--- config.mk ---
export PLATFORM = sky130hd
export DESIGN_NAME = func_child_adapter
export DESIGN_NICKNAME = d
export VERILOG_FILES = /design/src/rtl/func_child_adapter.sv
export SDC_FILE = /design/constraint.sdc
export NUM_CORES = 1
export LEC_CHECK = 0
export ABC_AREA = 1
export CORE_AREA = 2 2 262 264
export DETAILED_ROUTE_END_ITERATION = 10
export DIE_AREA = 0 0 264 266
export SETUP_SLACK_MARGIN = 0.15
export SYNTH_ARGS = -nofsm -noshare
export SYNTH_HDL_FRONTEND = slang
export SYNTH_SLANG_ARGS = --single-unit
--- constraint.sdc ---
create_clock -name clk -period 1.2 [get_ports clk]
set_input_delay 0.12 -clock clk [delete_from_list [all_inputs] [get_ports clk]]
set_output_delay 0.12 -clock clk [all_outputs]
set_load 0.01 [all_outputs]
--- src/rtl/func_child_adapter.sv ---
// Call/return adapter between the function arbiter and one HLS-generated child function.
// Optional macro FUNC_CHILD_RET_SKID_EN adds a one-entry return holding register (result plus context).
module func_child_adapter #(
    parameter int LOG_THREAD = 4,
    parameter int LOG_PARENT = 5,
    parameter int LOG_SEQ    = 3,
    parameter int ARG_W      = 32,
    parameter int ARG_NUM    = 8
) (
    input  logic                     clk,
    input  logic                     rstn,
    input  logic                     callVld_i,
    output logic                     rdy_o,
    input  logic [1:0]               retReq_i,
    input  logic [LOG_THREAD-1:0]    thread_i,
    input  logic [LOG_PARENT-1:0]    parent_i,
    input  logic [ARG_W-1:0]         pc_i,
    input  logic [ARG_NUM*ARG_W-1:0] args_i,
    input  logic [LOG_SEQ-1:0]       callSeq_i,
    output logic                     hls_start_o,
    input  logic                     hls_ready_i,
    input  logic                     hls_done_i,
    input  logic [31:0]              hls_return_i,
    output logic [ARG_W-1:0]         hls_pc_o,
    output logic [ARG_NUM*ARG_W-1:0] hls_args_o,
    output logic                     retVld_o,
    input  logic                     retRdy_i,
    output logic [31:0]              retDin_o,
    output logic [LOG_THREAD-1:0]    retThread_o,
    output logic [LOG_PARENT-1:0]    parentMod_o,
    output logic [LOG_SEQ-1:0]       retSeq_o,
    output logic                     retMode_o,
    output logic                     protocol_err_o
);
    localparam int RET_W = 32 + LOG_THREAD + LOG_PARENT + LOG_SEQ + 1;

    typedef enum logic [1:0] {S_IDLE = 2'd0, S_START = 2'd1, S_RUN = 2'd2, S_RET = 2'd3} state_t;
    state_t state_q, state_d, done_next;

    logic [LOG_THREAD-1:0]    thread_q;
    logic [LOG_PARENT-1:0]    parent_q;
    logic [LOG_SEQ-1:0]       seq_q;
    logic [1:0]               req_q;
    logic [ARG_W-1:0]         pc_q;
    logic [ARG_NUM*ARG_W-1:0] args_q;
    logic [31:0]              result_q;
    logic                     err_q;
    logic                     accept, done_evt, err_evt;

    assign accept  = callVld_i & (state_q == S_IDLE);
    assign err_evt = (callVld_i & (state_q != S_IDLE)) |
                     (hls_done_i & ((state_q == S_IDLE) | ((state_q == S_START) & ~hls_ready_i)));

`ifdef FUNC_CHILD_RET_SKID_EN
    logic             skid_vld_q, pend_q, skid_free;
    logic [RET_W-1:0] skid_q;

    // The holding register counts as free in the cycle its handshake completes.
    assign skid_free = ~skid_vld_q | retRdy_i;
    assign done_evt  = ((state_q == S_START) & hls_ready_i & hls_done_i) |
                       ((state_q == S_RUN) & ~pend_q & hls_done_i);
    assign done_next = (~req_q[0] | skid_free) ? S_IDLE : S_RUN;
`else
    assign done_evt  = ((state_q == S_START) & hls_ready_i & hls_done_i) |
                       ((state_q == S_RUN) & hls_done_i);
    assign done_next = req_q[0] ? S_RET : S_IDLE;
`endif

    always_comb begin
        state_d = state_q;
        case (state_q)
            S_IDLE:  if (callVld_i) state_d = S_START;
            S_START: if (hls_ready_i) state_d = hls_done_i ? done_next : S_RUN;
            S_RUN: begin
`ifdef FUNC_CHILD_RET_SKID_EN
                if (pend_q) begin
                    if (skid_free) state_d = S_IDLE;
                end else
`endif
                if (hls_done_i) state_d = done_next;
            end
            S_RET:   if (retRdy_i) state_d = S_IDLE;
            default: state_d = S_IDLE;
        endcase
    end

    always_ff @(posedge clk or negedge rstn) begin
        if (!rstn) begin
            state_q  <= S_IDLE;
            thread_q <= '0;
            parent_q <= '0;
            seq_q    <= '0;
            req_q    <= '0;
            pc_q     <= '0;
            args_q   <= '0;
            result_q <= '0;
            err_q    <= 1'b0;
        end else begin
            state_q <= state_d;
            if (err_evt) err_q <= 1'b1;
            if (accept) begin
                thread_q <= thread_i;
                parent_q <= parent_i;
                seq_q    <= callSeq_i;
                req_q    <= retReq_i;
                pc_q     <= pc_i;
                args_q   <= args_i;
            end
            if (done_evt) result_q <= hls_return_i;
        end
    end

`ifdef FUNC_CHILD_RET_SKID_EN
    always_ff @(posedge clk or negedge rstn) begin
        if (!rstn) begin
            skid_vld_q <= 1'b0;
            pend_q     <= 1'b0;
            skid_q     <= '0;
        end else begin
            if (done_evt & req_q[0] & skid_free) begin
                skid_q     <= {hls_return_i, thread_q, parent_q, seq_q, req_q[1]};
                skid_vld_q <= 1'b1;
            end else if (pend_q & skid_free) begin
                skid_q     <= {result_q, thread_q, parent_q, seq_q, req_q[1]};
                skid_vld_q <= 1'b1;
            end else if (retRdy_i) begin
                skid_vld_q <= 1'b0;
            end
            if (done_evt & req_q[0] & ~skid_free) pend_q <= 1'b1;
            else if (pend_q & skid_free)         pend_q <= 1'b0;
        end
    end

    assign retVld_o = skid_vld_q;
    assign {retDin_o, retThread_o, parentMod_o, retSeq_o, retMode_o} = skid_q;
`else
    assign retVld_o = (state_q == S_RET);
    assign {retDin_o, retThread_o, parentMod_o, retSeq_o, retMode_o} =
        RET_W'({result_q, thread_q, parent_q, seq_q, req_q[1]});
`endif

    assign rdy_o          = (state_q == S_IDLE);
    assign hls_start_o    = (state_q == S_START);
    assign hls_pc_o       = pc_q;
    assign hls_args_o     = args_q;
    assign protocol_err_o = err_q;
endmodule

* After elaboration in Yosys (flattened, before gate mapping)
Index checks and enable logic that the tools add are counted.
Widths: inputs -> output; s select.
** Storage, ports and cells
- Memories kept :: 0
- Bits in latches :: 0
- ROM bits :: 0
- Register bits :: 337
- RAM bits :: 0
- Input bits :: 340
- Output and inout bits :: 337
** Operators by class
- Multipliers :: 0
- Add/subtract/negate cells :: 0
- Div/mod/pow operators :: 0
- Shifts and indexed selects :: 0
- Eq/ne operators :: 7
- Reductions and logical operators :: 3
- Muxes and demuxes :: 7
- Bitwise operators :: 11
- Magnitude comparators :: 0
** Operator list (number)
- $mux 2 :: 6
- $pmux 2 s4 :: 1
- $and 1x1->1 :: 7
- $eq 2x2->1 const B :: 2
- $ne 2x1->1 const B :: 2
- $ne 2x2->1 const B :: 2
- $reduce_and 4->1 :: 1
- $or 1x1->1 :: 3
- $eq 2x1->1 const B :: 1
- $logic_not 2->1 :: 1
- $reduce_bool 2->1 :: 1
- $not 1->1 :: 1

* Logic depth before layout (Yosys ltp)
- Depth in word-level cells :: 5
- Depth in mapped cells :: 8
- Mapped depth without buffers :: 6

* Worst setup path before layout
No wires, ideal clock.
- Kind :: reg-to-reg
- Start :: register state_q[1]
- End :: register args_q[214] (netlist: hls_args_o[214])
- Stages on the path, launching flop included :: 8
- Slack :: -73 ps
- Clock period less this slack :: 1273 ps
- Data required time :: 1083 ps
- Data arrival time :: 1156 ps
- Path through :: dfrtp_1 buf_4 nor2_8 nand2_4 buf_2 buf_2 nand2_1 nand2_1
** Between the ends
- Word-level cells in the longest chain between the ends :: 2
** Ends and longest elaborated chain
- from (decl) :: line 38 : state_t state_q, state_d, done_next;
- from (signal assigned) :: line 99 : state_q <= state_d;
- $logic_not 2->1 :: line 50 : assign accept = callVld_i & (state_q == S_IDLE);
- $and 1x1->1 :: line 50
- to (signal assigned) :: line 107 : args_q <= args_i;
- to (decl) :: line 45 : logic [ARG_NUM*ARG_W-1:0] args_q;
No other way between the ends.
A chain may end at the register's enable or synchronous reset.

* Worst setup path in the final report
- Start :: register state_q[0]
- End :: register args_q[108] (netlist: hls_args_o[108])
Same word-level chain as after synthesis.

==> flow_results.org <==
** Outcome
- The flow ran to the end, but the final reports show violations.
- Violations in the final reports :: negative setup slack

** Pwr
- For this design the ratio of total power to cell area is about 2600 nW/um^2.
- Leakage power figure :: ~12 nW
- The worst-case IR drop observed on VDD is 1050 uV.

** GRT
- Pin count of the biggest net entering global routing :: 66
- Initial antenna violation count :: 0
- Global-route wire length before repair :: roughly 81 mm
- The via count of the first global-routing pass is 13,700.
- Global routing finished with a remaining overflow of 0.
- All-layer global routing usage :: between 10 and 15%

** Min path
- The path class of the tightest hold or removal check is primary input to async pin.

** Floorplan
- Floorplan Core Area :: 67,700 um^2
- Row generation in the floorplan step produced 96 rows.
- Initial cell density of the core :: roughly a fifth
- The die covers approximately 70,000 um^2.
- Chip height :: 266 um
- Overall die width :: 264 um
- 677 I/O pins were placed.

** Routing
- In the routed design, unresolved DRC markers number 0.
- Top Metal Used :: met4
- Final wirelength :: about 56 mm
- After detailed routing, the average wire length per cell comes to 17.6 um.
- For this block, the via count after detailed routing is between 10,000 and 15,000.
- Antenna Nets Post-Route :: 0
- Per-cell via count in the routed design :: 4.24
- Metal2 WL :: about 27 mm
- 1st-iter DRT viols :: 788
- In the detailed route, the total length drawn on met3 is 4.60 mm.
- The first detailed-routing pass ran for 8 iterations.
- Sum of routed wire segments on met1 :: 22.4 mm

** Critical path
- Crit path capture type :: flip-flop
- STA classifies the critical path startpoint as a flip-flop.
- Required time of the critical path :: ~1600 ps
- Register-to-Register Path Depth :: 8
- The worst setup path is of the flip-flop to flip-flop kind.
- Crit path DAT :: 1960 ps
- Critical-path maximum fanout :: 8

** Clock network
- Clock Tree Root :: sky130_fd_sc_hd__clkbuf_16
- The H-tree was split into 2 levels.
- CTS saw 337 sinks.
- The later pin in the worst-skew pair is clocked with a latency of 540 ps.
- Counting along the longest clock path gives a buffer depth of 3.
- Clock tree from TritonCTS :: yes
- The number of clock buffers added by TritonCTS is 39.
- Clock edge transition at the registers on the reported setup and hold paths :: about 60 ps

** Synth
- Yosys mapped the design onto 17 distinct sky130hd cell types.
- Dominant synthesized flop cell :: sky130_fd_sc_hd__dfrtp_1
- Number of synthesized register bits :: 337
- Top cell types by occurrence after synthesis :: sky130_fd_sc_hd__nand2_1 (677), sky130_fd_sc_hd__dfrtp_1 (337), sky130_fd_sc_hd__nand3_1 (336)
- After synthesis, the share of flip-flops with an asynchronous set or reset is 100%.
- The cell area that synthesis handed to floorplanning was roughly 13,000 um^2.
- Area share of and/or/nand/nor cells after synthesis :: 32.0%
- Multiplexer cells account for 0% of the synthesized area.
- Most frequent cell after synthesis :: sky130_fd_sc_hd__nand2_1
- By area, the combinational part of the netlist is dominated by simple AND/OR/NAND/NOR gates.
- Gate count of the mapped netlist :: 1,484
- Count of yosys warnings during synthesis :: 0
- Proportion of netlist area held by the largest area contributor :: 63.1%
- The synthesized netlist devotes 0.421% of its cell area to compound gates.
- For this run, the register share of the synthesized area comes to 63.1%.
- Of the total synthesized cell area, the portion taken by full adders, half adders and majority gates is 0%.
- The synthesized netlist devotes 0% of its cell area to XOR and XNOR gates.
- Counting every net in the synthesized netlist gives 1,824.
- Number of enable-type register cells in the synthesized netlist :: 0
- Cell taking the most area after synthesis :: sky130_fd_sc_hd__dfrtp_1
- Top area cells in the synthesized netlist :: sky130_fd_sc_hd__dfrtp_1 (63%), sky130_fd_sc_hd__nand2_1 (19%), sky130_fd_sc_hd__nand3_1 (13%), sky130_fd_sc_hd__buf_2 (2.5%), sky130_fd_sc_hd__buf_4 (1.0%)
- Mapped Avg Cell Area :: ~9 um^2

** Finish
- The finished layout holds about 3,200 standard cells, fillers aside.
- Synth-to-Final Area Change :: 77.6%
- The repair_antennas step left the layout with diodes totalling 0.
- Fill cell count :: 6,840
- Final-stage net count :: 2,630
- After routing the design area is between 20,000 and 25,000 um^2.
- The post-route netlist has around 29% of its cells at a drive strength greater than 1.

** Placement
- The HPWL after detailed placement is 39.2 mm.
- At the placement stage, the worst setup path has a slack of -315 ps.
- # port buffers :: a little under 700
- Routability congestion estimate :: roughly 0.87
- The number of placed instances, taps included, is 3,016.
- Placed Area :: approximately 22,000 um^2

** Timing
- For the final database, setup skew stands at 8.18 ps.
- Number of hold violations in the final report :: 0
- Number of max-slew violations in the final report :: 0
- Actual transition at the worst max-transition pin :: 329 ps
- Across all setup checks in the final design, the least slack found is -347 ps.
- Adding up every negative setup slack in the final design gives -94,330 ps.
- Final Setup Violations :: about 360
- Final period demand of the worst path :: 1550 ps
- Max-slew headroom at the worst pin :: roughly four fifths
- Setup repair after global routing could not meet its margin everywhere.
- Based on the critical path, the design can be clocked at up to 646 MHz.
- Part of the cycle the worst path needs :: 129%

** Job
- Max-cap violations in this run came to 0.
==> sequential cells by signal (all words and copies together) (netlist names) <==
signal	flops
hls_args_o	256
hls_pc_o	32
parentMod_o	5
protocol_err_o	1
req_q	2
retDin_o	32
retSeq_o	3
retThread_o	4
state_q	2
==> logic make-up (layout without fill, tap and decap cells) <==
family,count (synthesis),count (layout)
flip-flops,337,337
buffers and inverters,119,949
AO/OA/AOI/OAI,8,8
AND/OR/NAND/NOR,1020,1021
==> report_power, final <==
part / total [mW] / switching, mW / internal, mW / leakage, nW
Combinational: 29.5 / 14.6 / 14.8 / 7.38
Sequential: 20.3 / 3.54 / 16.7 / 4.20
Clock: 11.4 / 4.69 / 6.72 / 0.593
Total: 61.1 / 22.9 / 38.3 / 12.2
==> routing by layer <==
| metal | global-route usage, % | vias up |
|---|---|---|
| met2 | 25.3 | 559 |
| li1 | - | 6365 |
| met5 | 0 | - |
| met1 | 17.4 | 6527 |
| met4 | 4.81 | 0 |
| met3 | 4.94 | 103 |
==> cell usage in the layout (no fill, tap or decap), types with 3 or more instances in the layout <==
master	n
sky130_fd_sc_hd__buf_12	30
sky130_fd_sc_hd__buf_16	7
sky130_fd_sc_hd__buf_2	186
sky130_fd_sc_hd__buf_4	135
sky130_fd_sc_hd__buf_6	160
sky130_fd_sc_hd__buf_8	6
sky130_fd_sc_hd__clkbuf_1	12
sky130_fd_sc_hd__clkbuf_16	52
sky130_fd_sc_hd__clkbuf_8	8
sky130_fd_sc_hd__clkdlybuf4s50_1	337
sky130_fd_sc_hd__clkinv_2	4
sky130_fd_sc_hd__dfrtp_1	335
sky130_fd_sc_hd__inv_1	5
sky130_fd_sc_hd__nand2_1	620
sky130_fd_sc_hd__nand2_2	40
sky130_fd_sc_hd__nand2_4	17
sky130_fd_sc_hd__nand3_1	330
sky130_fd_sc_hd__nand3_2	6
sky130_fd_sc_hd__nor2_1	3
sky130_fd_sc_hd__o21ai_0	4
==> metrics by stage <==
step	hold slack [ps]	utilization [%]	total power [mW]
finish	95.7	35.0	61.1
global route	88.7	35.0	65.2
CTS	59.5	34.1	60.0
detailed placement	35.0	32.0	47.2
global placement	33.9	32.0	46.7
floorplan	-176	-	30.7
==> path summary, 6_finish.rpt <==
kind,from,endpoint,slack (ps)
setup / recovery,state_q[0],hls_args_o[108],-350
hold / removal,rstn,hls_args_o[4],100
setup reg to reg,state_q[0],hls_args_o[108],-350
hold reg to reg,hls_args_o[227],hls_args_o[227],460
max in group asynchronous,rstn,hls_args_o[152],460
min in group clk,callVld_i,hls_args_o[209],120
==> final cells by class <==
class,instances,area (um^2),area share (%)
Sequential cell,337,8440,35.5
Clock inverter,5,27.5,0.116
Timing Repair Buffer,875,8330,35.1
Tap cell,882,1100,4.65
Clock buffer,61,1180,4.98
Multi-Input combinational cell,1029,4630,19.5
Inverter,8,32.5,0.137
==> timing repair <==
| action | in CTS | in global routing |
|---|---|---|
| endpoints found under the hold margin | 337 | 0 |
| resized for setup | 1549 | 96 |
| gates cloned | 5 | 15 |
| hold buffers | 1 | 0 |
| setup buffers | 94 | 1 |
| setup endpoints to repair | 674 | 674 |
| pin swaps | 5 | 10 |
==> worst max-delay path, cell delays in order (launching register included) <==
cell,delay (ps)
sky130_fd_sc_hd__dfrtp_2,450
sky130_fd_sc_hd__nor2_8,150
sky130_fd_sc_hd__buf_12,130
sky130_fd_sc_hd__buf_12,130
sky130_fd_sc_hd__nand2_8,90
sky130_fd_sc_hd__buf_12,170
sky130_fd_sc_hd__clkbuf_16,170
sky130_fd_sc_hd__nand2_1,70
sky130_fd_sc_hd__nand2_1,50
Note: power is estimated with default switching activity, not from simulation.
